**config.mk**
```make
export PLATFORM = sky130hd
export DESIGN_NAME = wallace_mult_pipe
export DESIGN_NICKNAME = d
export VERILOG_FILES = /design/src/rtl/wallace_pkg.sv /design/src/rtl/wallace_half_mult.sv /design/src/rtl/wallace_mult_pipe.sv
export SDC_FILE = /design/constraint.sdc
export NUM_CORES = 2
export LEC_CHECK = 0
export BUFFER_PORTS_ARGS = -buffer_cell sky130_fd_sc_hd__buf_2
export CAP_MARGIN = 40
export CORE_MARGIN = 1
export CORE_UTILIZATION = 55
export CTS_CLUSTER_DIAMETER = 200
export DETAILED_ROUTE_END_ITERATION = 16
export PLACE_DENSITY = 0.83
export SYNTH_ARGS = -nofsm -noshare
export SYNTH_HDL_FRONTEND = slang
export SYNTH_SLANG_ARGS = --single-unit
export TNS_END_PERCENT = 100
```
**constraint.sdc**
```tcl
create_clock -name clk -period 14 [get_ports clk]
set_clock_uncertainty 0.15 [all_clocks]
set_input_delay 0.7 -clock clk [delete_from_list [all_inputs] [get_ports clk]]
set_output_delay 0.7 -clock clk [all_outputs]
set_load 0.005 [all_outputs]
```
**src/rtl/wallace_pkg.sv**
```systemverilog
// Shared types and helpers for the pipelined Wallace multiplier family.
// Optional build macro used by the family: WALLACE_PERF_EN (output handshake counter).
package wallace_pkg;

   localparam int unsigned PIPE_DEPTH = 3;

   typedef struct packed {
      logic valid;
      logic neg;
   } stage_t;

   function automatic int unsigned clog2(input int unsigned v);
      int unsigned r;
      r = 0;
      while ((32'd1 << r) < v) r++;
      return r;
   endfunction

   // Number of 3:2 carry-save levels needed to reduce 'rows' operands to two.
   function automatic int unsigned csa_levels(input int unsigned rows);
      int unsigned r;
      int unsigned l;
      r = rows;
      l = 0;
      while (r > 2) begin
         r = 2 * (r / 3) + (r % 3);
         l++;
      end
      return l;
   endfunction

endpackage

```
**src/rtl/wallace_half_mult.sv**
```systemverilog
// Combinational unsigned N x N Wallace-tree multiplier: partial-product rows are
// reduced by levels of 3:2 compressors down to two rows, then summed once.
module wallace_half_mult
   import wallace_pkg::*;
#(
   parameter int unsigned N = 16
) (
   input  logic [N-1:0]   i_a,
   input  logic [N-1:0]   i_b,
   output logic [2*N-1:0] o_p
);

   localparam int unsigned PW     = 2 * N;
   localparam int unsigned LEVELS = csa_levels(N);
   localparam int unsigned GROUPS = N / 3;
   localparam int unsigned REST   = N % 3;

   logic [PW-1:0] w_a_ext;

   assign w_a_ext = {{N{1'b0}}, i_a};

   always_comb begin
      logic [PW-1:0] row [N];
      logic [PW-1:0] nxt [N];
      logic [PW-1:0] x, y, z;
      for (int r = 0; r < N; r++) begin
         row[r] = i_b[r] ? (w_a_ext << r) : '0;
         nxt[r] = '0;
      end
      // Rows past the live count are zero, so every level can sweep all N slots.
      for (int unsigned lvl = 0; lvl < LEVELS; lvl++) begin
         for (int r = 0; r < N; r++) nxt[r] = '0;
         for (int g = 0; g < int'(GROUPS); g++) begin
            x = row[3*g];
            y = row[3*g+1];
            z = row[3*g+2];
            nxt[2*g]   = x ^ y ^ z;
            nxt[2*g+1] = ((x & y) | (x & z) | (y & z)) << 1;
         end
         for (int k = 0; k < int'(REST); k++) begin
            nxt[2*GROUPS+k] = row[3*GROUPS+k];
         end
         for (int r = 0; r < N; r++) row[r] = nxt[r];
      end
      o_p = row[0] + row[1];
   end

endmodule

```
**src/rtl/wallace_mult_pipe.sv**
```systemverilog
// 3-stage signed/unsigned WIDTH x WIDTH multiplier built from four half-width Wallace
// multipliers; a single global advance stalls the whole pipe. WALLACE_PERF_EN adds op_count.
module wallace_mult_pipe
   import wallace_pkg::*;
#(
   parameter int unsigned WIDTH = 32
) (
   input  logic               clk,
   input  logic               rst_n,
   input  logic               in_valid,
   output logic               in_ready,
   input  logic               in_signed,
   input  logic [WIDTH-1:0]   in_a,
   input  logic [WIDTH-1:0]   in_b,
   output logic               out_valid,
   input  logic               out_ready,
   output logic [2*WIDTH-1:0] out_p
`ifdef WALLACE_PERF_EN
   ,
   output logic [31:0]        op_count
`endif
);

   localparam int unsigned HALF = WIDTH / 2;
   localparam int unsigned PW   = 2 * WIDTH;

   logic             w_adv;
   logic             w_a_neg;
   logic             w_b_neg;
   logic [WIDTH-1:0] w_a_mag;
   logic [WIDTH-1:0] w_b_mag;

   stage_t           r_s1;
   logic [WIDTH-1:0] r_a_mag;
   logic [WIDTH-1:0] r_b_mag;

   logic [WIDTH-1:0] w_pp_ll, w_pp_hl, w_pp_lh, w_pp_hh;
   stage_t           r_s2;
   logic [WIDTH-1:0] r_pp_ll, r_pp_hl, r_pp_lh, r_pp_hh;

   logic [WIDTH:0]   w_mid;
   logic [PW-1:0]    w_mag;
   logic [PW-1:0]    w_prod;
   logic             r_out_valid;
   logic [PW-1:0]    r_out_p;

   assign w_adv     = !r_out_valid || out_ready;
   assign in_ready  = w_adv;
   assign out_valid = r_out_valid;
   assign out_p     = r_out_p;

   // S1: sign/magnitude split; -2^(WIDTH-1) maps onto itself as an unsigned magnitude.
   assign w_a_neg = in_signed & in_a[WIDTH-1];
   assign w_b_neg = in_signed & in_b[WIDTH-1];
   assign w_a_mag = w_a_neg ? (~in_a + WIDTH'(1)) : in_a;
   assign w_b_mag = w_b_neg ? (~in_b + WIDTH'(1)) : in_b;

   always_ff @(posedge clk or negedge rst_n) begin
      if (!rst_n) begin
         r_s1    <= '0;
         r_a_mag <= '0;
         r_b_mag <= '0;
      end else if (w_adv) begin
         r_s1.valid <= in_valid;
         r_s1.neg   <= w_a_neg ^ w_b_neg;
         r_a_mag    <= w_a_mag;
         r_b_mag    <= w_b_mag;
      end
   end

   // S2: four half-width partial products.
   wallace_half_mult #(.N(HALF)) u_pp_ll (
      .i_a (r_a_mag[HALF-1:0]),
      .i_b (r_b_mag[HALF-1:0]),
      .o_p (w_pp_ll)
   );

   wallace_half_mult #(.N(HALF)) u_pp_hl (
      .i_a (r_a_mag[WIDTH-1:HALF]),
      .i_b (r_b_mag[HALF-1:0]),
      .o_p (w_pp_hl)
   );

   wallace_half_mult #(.N(HALF)) u_pp_lh (
      .i_a (r_a_mag[HALF-1:0]),
      .i_b (r_b_mag[WIDTH-1:HALF]),
      .o_p (w_pp_lh)
   );

   wallace_half_mult #(.N(HALF)) u_pp_hh (
      .i_a (r_a_mag[WIDTH-1:HALF]),
      .i_b (r_b_mag[WIDTH-1:HALF]),
      .o_p (w_pp_hh)
   );

   always_ff @(posedge clk or negedge rst_n) begin
      if (!rst_n) begin
         r_s2    <= '0;
         r_pp_ll <= '0;
         r_pp_hl <= '0;
         r_pp_lh <= '0;
         r_pp_hh <= '0;
      end else if (w_adv) begin
         r_s2    <= r_s1;
         r_pp_ll <= w_pp_ll;
         r_pp_hl <= w_pp_hl;
         r_pp_lh <= w_pp_lh;
         r_pp_hh <= w_pp_hh;
      end
   end

   // S3: recombine; the cross-term sum needs one extra bit before shifting.
   assign w_mid  = {1'b0, r_pp_hl} + {1'b0, r_pp_lh};
   assign w_mag  = {r_pp_hh, {WIDTH{1'b0}}} + (PW'(w_mid) << HALF) + PW'(r_pp_ll);
   assign w_prod = r_s2.neg ? (~w_mag + PW'(1)) : w_mag;

   always_ff @(posedge clk or negedge rst_n) begin
      if (!rst_n) begin
         r_out_valid <= 1'b0;
         r_out_p     <= '0;
      end else if (w_adv) begin
         r_out_valid <= r_s2.valid;
         if (r_s2.valid) r_out_p <= w_prod;
      end
   end

`ifdef WALLACE_PERF_EN
   logic [31:0] r_op_count;

   always_ff @(posedge clk or negedge rst_n) begin
      if (!rst_n) begin
         r_op_count <= '0;
      end else if (r_out_valid && out_ready) begin
         r_op_count <= r_op_count + 32'd1;
      end
   end

   assign op_count = r_op_count;
`endif

endmodule

```
After elaboration in Yosys (flattened, before gate mapping)
Index checks and enable logic that the tools add are counted.
- logic and storage cells: 506
- input port bits: 69
- flip-flop bits (word level): 261
- output and inout bits: 66
- reduce and logical (&&, ||, !) cells: 3
- multiplexer cells: 67
- bitwise operators: 414
- add/sub/neg operators: 10
- operator list (operator ; number):
    $and 31x31->31 ; 176
    $or 31x31->31 ; 112
    $xor 32x32->32 ; 96
    $add 32x32->32 ; 4
    $xor 32x18->32 ; 4
    $xor 32x21->32 ; 4
    $xor 32x24->32 ; 4
    $xor 32x27->32 ; 4
    $xor 32x30->32 ; 4
    $xor 32x31->32 ; 4
    $mux 31 ; 4
    $mux 30 ; 4
    $mux 29 ; 4
    $mux 28 ; 4
    $mux 27 ; 4
    $mux 26 ; 4
    $mux 25 ; 4
    $mux 24 ; 4
    $mux 23 ; 4
    $mux 22 ; 4
    $mux 21 ; 4
    $mux 20 ; 4
    $mux 19 ; 4
    $mux 18 ; 4
    other kinds (16) ; 26

Longest topological paths before layout
- depth after elaboration: 20
- gate-level depth with buffers: 27
- depth with buffers taken out: 26

Cells and area by module
Synthesis repeated with hierarchy kept, for this count alone.
- cell total of the unflattened synthesis: 5862
- area, all modules: 50861.3 sq um
- modules (own cells, without submodules) (module ; instances ; cells each ; area each (sq um) ; seq. area each (sq um)):
    wallace_mult_pipe ; 1 ; 2037 ; 16499.6 ; 6531.3
    wallace_half_mult (u_pp_ll) ; 1 ; 966 ; 8670.8 ; 0.0
    wallace_half_mult (u_pp_lh) ; 1 ; 964 ; 8587.0 ; 0.0
    wallace_half_mult (u_pp_hh) ; 1 ; 955 ; 8569.5 ; 0.0
    wallace_half_mult (u_pp_hl) ; 1 ; 940 ; 8534.4 ; 0.0

Worst setup path after synthesis
No wires, ideal clock.
- kind: flip-flop to flip-flop
- start: register r_pp_hl[0]
- end: register r_out_p[62], in the netlist out_p[62]
- period minus slack after synthesis: 6264 ps
- path slack: 7736 ps
- stages on the path, launching flop included: 27
- buffers on the path: 0
- data required time: 13710 ps
- setup time: 140 ps
- arrival time: 5973 ps
- cells stage by stage: dfrtp_1 ha_1 inv_1 fa_1 nor2b_1 o21ai_0 a21boi_0 o41ai_1 a211oi_1 o21ai_0 a21boi_0 a221o_1 a21oi_1 nor4b_1 a311o_1 ha_1 nand4_1 nor3_1 nand2_1 o211a_1 a211o_1 a2111oi_0 xnor2_1 nand3_2 nor4_1 mux2i_1 o311ai_1
- word-level cells in the longest chain between the ends: 6
- ends and longest elaborated chain (item ; RTL line ; source):
    from (decl) ; wallace_mult_pipe.sv:39 ; logic [WIDTH-1:0] r_pp_ll, r_pp_hl, r_pp_lh, r_pp_hh;
    from (signal assigned) ; wallace_mult_pipe.sv:106 ; r_pp_hl <= w_pp_hl;
    $add 32x32->33 (*) ; wallace_mult_pipe.sv:113 ; assign w_mid = {1'b0, r_pp_hl} + {1'b0, r_pp_lh};
    $add 64x49->64 (*) ; wallace_mult_pipe.sv:114 ; assign w_mag = {r_pp_hh, {WIDTH{1'b0}}} + (PW'(w_mid) << HALF) + PW'(r_pp_ll);
    $add 64x32->64 (*) ; wallace_mult_pipe.sv:114 ;
    $not 64->64 ; wallace_mult_pipe.sv:115 ; assign w_prod = r_s2.neg ? (~w_mag + PW'(1)) : w_mag;
    $add 64x1->64 ; wallace_mult_pipe.sv:115 ;
    $mux 64 (*) ; wallace_mult_pipe.sv:115 ;
    to (signal assigned) ; wallace_mult_pipe.sv:123 ; if (r_s2.valid) r_out_p <= w_prod;
    to (decl) ; wallace_mult_pipe.sv:45 ; logic [PW-1:0] r_out_p;
Every way passes the cells marked *; elsewhere a longest branch is shown, timed or not.
A chain may end at the register's enable or synchronous reset.

Final worst setup path
- start: register r_a_mag[12]
- end: register r_pp_lh[26]
- word-level cells in the longest chain between the ends: 20
- elaborated cells on any way between the ends: 118
- classes of those cells: add/sub: 1; mux: 15; bitwise: 102
- ends and longest elaborated chain (item ; RTL line ; source):
    from (decl) ; wallace_mult_pipe.sv:34 ; logic [WIDTH-1:0] r_a_mag;
    from (signal assigned) ; wallace_mult_pipe.sv:66 ; r_a_mag <= w_a_mag;
    $mux 16 (tied with other cells) ; wallace_half_mult.sv:27 ; row[r] = i_b[r] ? (w_a_ext << r) : '0;
    $and 31x31->31 ; wallace_half_mult.sv:38 ; nxt[2*g+1] = ((x & y) | (x & z) | (y & z)) << 1;
    $or 31x31->31 (2 in a row) ; wallace_half_mult.sv:38 ;
    $and 31x31->31 ; wallace_half_mult.sv:38 ;
    $or 31x31->31 (2 in a row) ; wallace_half_mult.sv:38 ;
    $and 31x31->31 ; wallace_half_mult.sv:38 ;
    $or 31x31->31 (2 in a row) ; wallace_half_mult.sv:38 ;
    $and 31x31->31 ; wallace_half_mult.sv:38 ;
    $or 31x31->31 (2 in a row) ; wallace_half_mult.sv:38 ;
    $and 31x31->31 ; wallace_half_mult.sv:38 ;
    $or 31x31->31 (2 in a row) ; wallace_half_mult.sv:38 ;
    $and 31x31->31 ; wallace_half_mult.sv:38 ;
    $or 31x31->31 (2 in a row) ; wallace_half_mult.sv:38 ;
    $add 32x32->32 (*) ; wallace_half_mult.sv:45 ; o_p = row[0] + row[1];
    to (signal assigned) ; wallace_mult_pipe.sv:107 ; r_pp_lh <= w_pp_lh;
    to (decl) ; wallace_mult_pipe.sv:39 ;
Marks and branches as above.

==> metrics.yaml <==
cts.sinks: 261
cp.required_ps: 14230
postCtsSetupRepairBufs: 0
synth_cell_types: 99
synthCells: 5650
dr_total_vias: 39400
critical-path-max-stage-delay_ps: 780
wl_um: 131000
cts_tree: "done"
slew_viol_final: 0
startpoint_type: "flip-flop"
io_pins: 135
worst_pin_slew_ps: 975
drcViolationCount: 0
worstPathArrival_ps: 7660
crit_end: "r_pp_lh[26]"
areaGrowthSynthToFinish_pct: 6.00
finalHoldViolations: 0
synth_area_um2: 50200
path_clk_slew_ps: 60
cts_buffer_depth: 3
hold_path.class: "input port to async pin"
globalRouteMet1Util_pct: 37.8
worst_r2r_path_depth: 21
layout-drive-gt1-share_pct: 5.98
crit_path_start: "r_a_mag[12]"
start_util_pct: 55.6
status: "complete, no violations"
avgSynthCellArea_um2: 8.88
numCtsBuffers: 37
multiInputGateArea_um2: 39400
path_depth: 21
htreeDepth: 2
die_area_um2: 92400
drt_iter0_drc: 3290
n_fill_cell: 7402
maxCapViolations: 0
chipHeight_um: 304
final_nets: 6985
die_w_um: 304
setup-violations-final: 0
grt_max_degree: 221
clockRootBuffer: "clkbuf_16"
rows: 110
yosysSeqAreaShare_pct: 13.0
postRouteAntennaNets: 0
crit_family: "adder cells"
insertion_delay_ps: 590
gp_congestion: 0.918
crit_type: "flip-flop to flip-flop"
core_area_um2: 90100
hpwl_um: 100000
crit_path_end_kind: "flip-flop"
use_met3_pct: 6.69
synthArstFlopShare_pct: 100
seqCellArea_um2: 6530
grt_util_all_layers_pct: 29.0
reg2reg_from: "r_a_mag[12]"
ys_seq_elements: 261
synth_edf_count: 0
synthesis.nets: 7023
critPathMaxFanout: 17
use_met2_pct: 46.9
holdBufCountCts: 0
cpMostUsedCell: "fa_1"
cp_cell_sequence: "buf_4, and2_1, fa_1, inv_1, fa_1, fa_1, fa_1, fa_1, fa_1, inv_1, ha_1, nand3_1, nand2_1, a31oi_1, a21oi_1, a221oi_1, o21ai_0, o21a_1, nor2_1, xor2_1, o21ai_0"
worst-r2r-setup-slack_ps: 6570
grt_antenna_before_repair: 6
overflow: 0
cpMaxStageDelayCell: "dfrtp_1"
yosysWarnings: 0
worst_slack_ps: 6570
synth_ff_type: "dfrtp_1"
port_buffers: 134
fmax_ghz: 0.135
slew-limit-headroom_pct: 35.0
min_period_over_period_pct: 53.1
routed_via_density: 5.78
grt_pass1_wl_um: 216000
grt_pass1_vias: 41700
crit_buf_inv: 3
cts_resized: 0
first_pass_iters: 6
dp_slack_ps: 6710
wl_per_cell_um: 19.2
tns_ps: 0
top_usage_layer: "met2"
fin_crit_ps: 7430
r2r-end: "r_pp_lh[26]"
rsz0062_at_grt: "false"
final_core_util_pct: 59.0
-- synth_stat cells (all sizes together), types with 12 or more instances --
cell type / number / area [um^2]
a31oi: 24 / 150
nand3: 47 / 240
nand2: 764 / 2870
and3: 21 / 131
xnor2: 146 / 1290
or3: 23 / 144
buf: 19 / 97.6
nor4: 20 / 183
inv: 842 / 3160
ha: 502 / 6280
nand4: 30 / 209
o21a: 27 / 203
or2: 13 / 81.3
a21oi: 181 / 910
a211oi: 25 / 215
dfrtp: 261 / 6530
o31ai: 40 / 305
nand2b: 18 / 113
and2: 700 / 4380
nor2: 184 / 691
o41ai: 12 / 128
o21ai: 262 / 1330
a21o: 72 / 542
clkbuf: 263 / 987
fa: 802 / 16100
nor3: 53 / 282
o21bai: 23 / 188
xor2: 112 / 981
-- flip-flops by register name (all words and copies together), names as in the netlist --
signal	count
r_s2	2
r_pp_lh	32
r_a_mag	32
r_pp_hh	32
r_b_mag	32
r_pp_hl	32
r_s1	2
out_p	64
out_valid	1
r_pp_ll	32
-- worst min path at each step --
stage,startpoint,endpoint
finish,rst_n,out_p[14]
CTS,rst_n,out_p[14]
global placement,r_a_mag[31],r_a_mag[31]
floorplan,rst_n,out_p[0]
detailed placement,r_s1[1],r_s1[1]
global route,rst_n,out_p[14]
-- kinds of logic (layout without fill, tap and decap cells) --
| family | after synthesis | in the layout | share of synthesized area [%] |
|---|---|---|---|
| compound gates | 762 | 762 | 9.78 |
| flops | 261 | 261 | 13.0 |
| mux | 11 | 11 | 0.229 |
| other cells | 0 | 2 | 0 |
| xor+xnor | 258 | 258 | 4.52 |
| buf+inv | 1125 | 1114 | 8.47 |
| simple gates | 1929 | 1929 | 19.5 |
| fa+ha+maj | 1304 | 1304 | 44.5 |
-- stage by stage --
step	instance area, um^2	instances	hold WS [ps]
6_report	53200	6817	96.3
5_1_grt	53200	6815	184
4_1_cts	53200	6815	132
3_5_place_dp	51800	6749	306
3_3_place_gp	51800	6743	302
2_1_floorplan	50200	5650	254
-- routing by layer --
metal / vias up / wire length [um]
li1: 17700 / -
met1: 19600 / 53000
met2: 1732 / 59800
met3: 359 / 12100
met4: 6 / 5900
met5: - / 39
-- final cells by class --
class                           instances  share of cell area [%]
Antenna cell                            2                 0.00941
Clock buffer                           51                    2.09
Clock inverter                         15                   0.395
Inverter                              843                    5.96
Multi-Input combinational cell       4264                    74.1
Sequential cell                       261                    12.3
Tap cell                             1176                    2.77
Timing Repair Buffer                  205                    2.40
-- worst register-to-register path: cells and delay by family (launching register included) --
kind / cells / cell delay [ps]
adders and majority gates: 7 / 3100
AOI/OAI and AO/OA: 6 / 1840
buffers and inverters: 3 / 520
and+or+nand+nor: 4 / 530
DFF: 1 / 780
xor gates and xnor gates: 1 / 310
-- layout by cell type (no fill, tap or decap), types with 51 or more instances in the layout --
cell type,n
fa_1,802
a21oi_1,180
o21ai_0,252
inv_1,841
and2_1,700
xor2_1,112
ha_1,502
nand2_1,763
buf_2,134
dfrtp_1,259
nor2_1,184
nor3_1,51
a21o_1,71
xnor2_1,145
buf_4,63
Power is not shown: default switching activity piles up to over one toggle a cycle in this logic, so the estimate is an artifact.
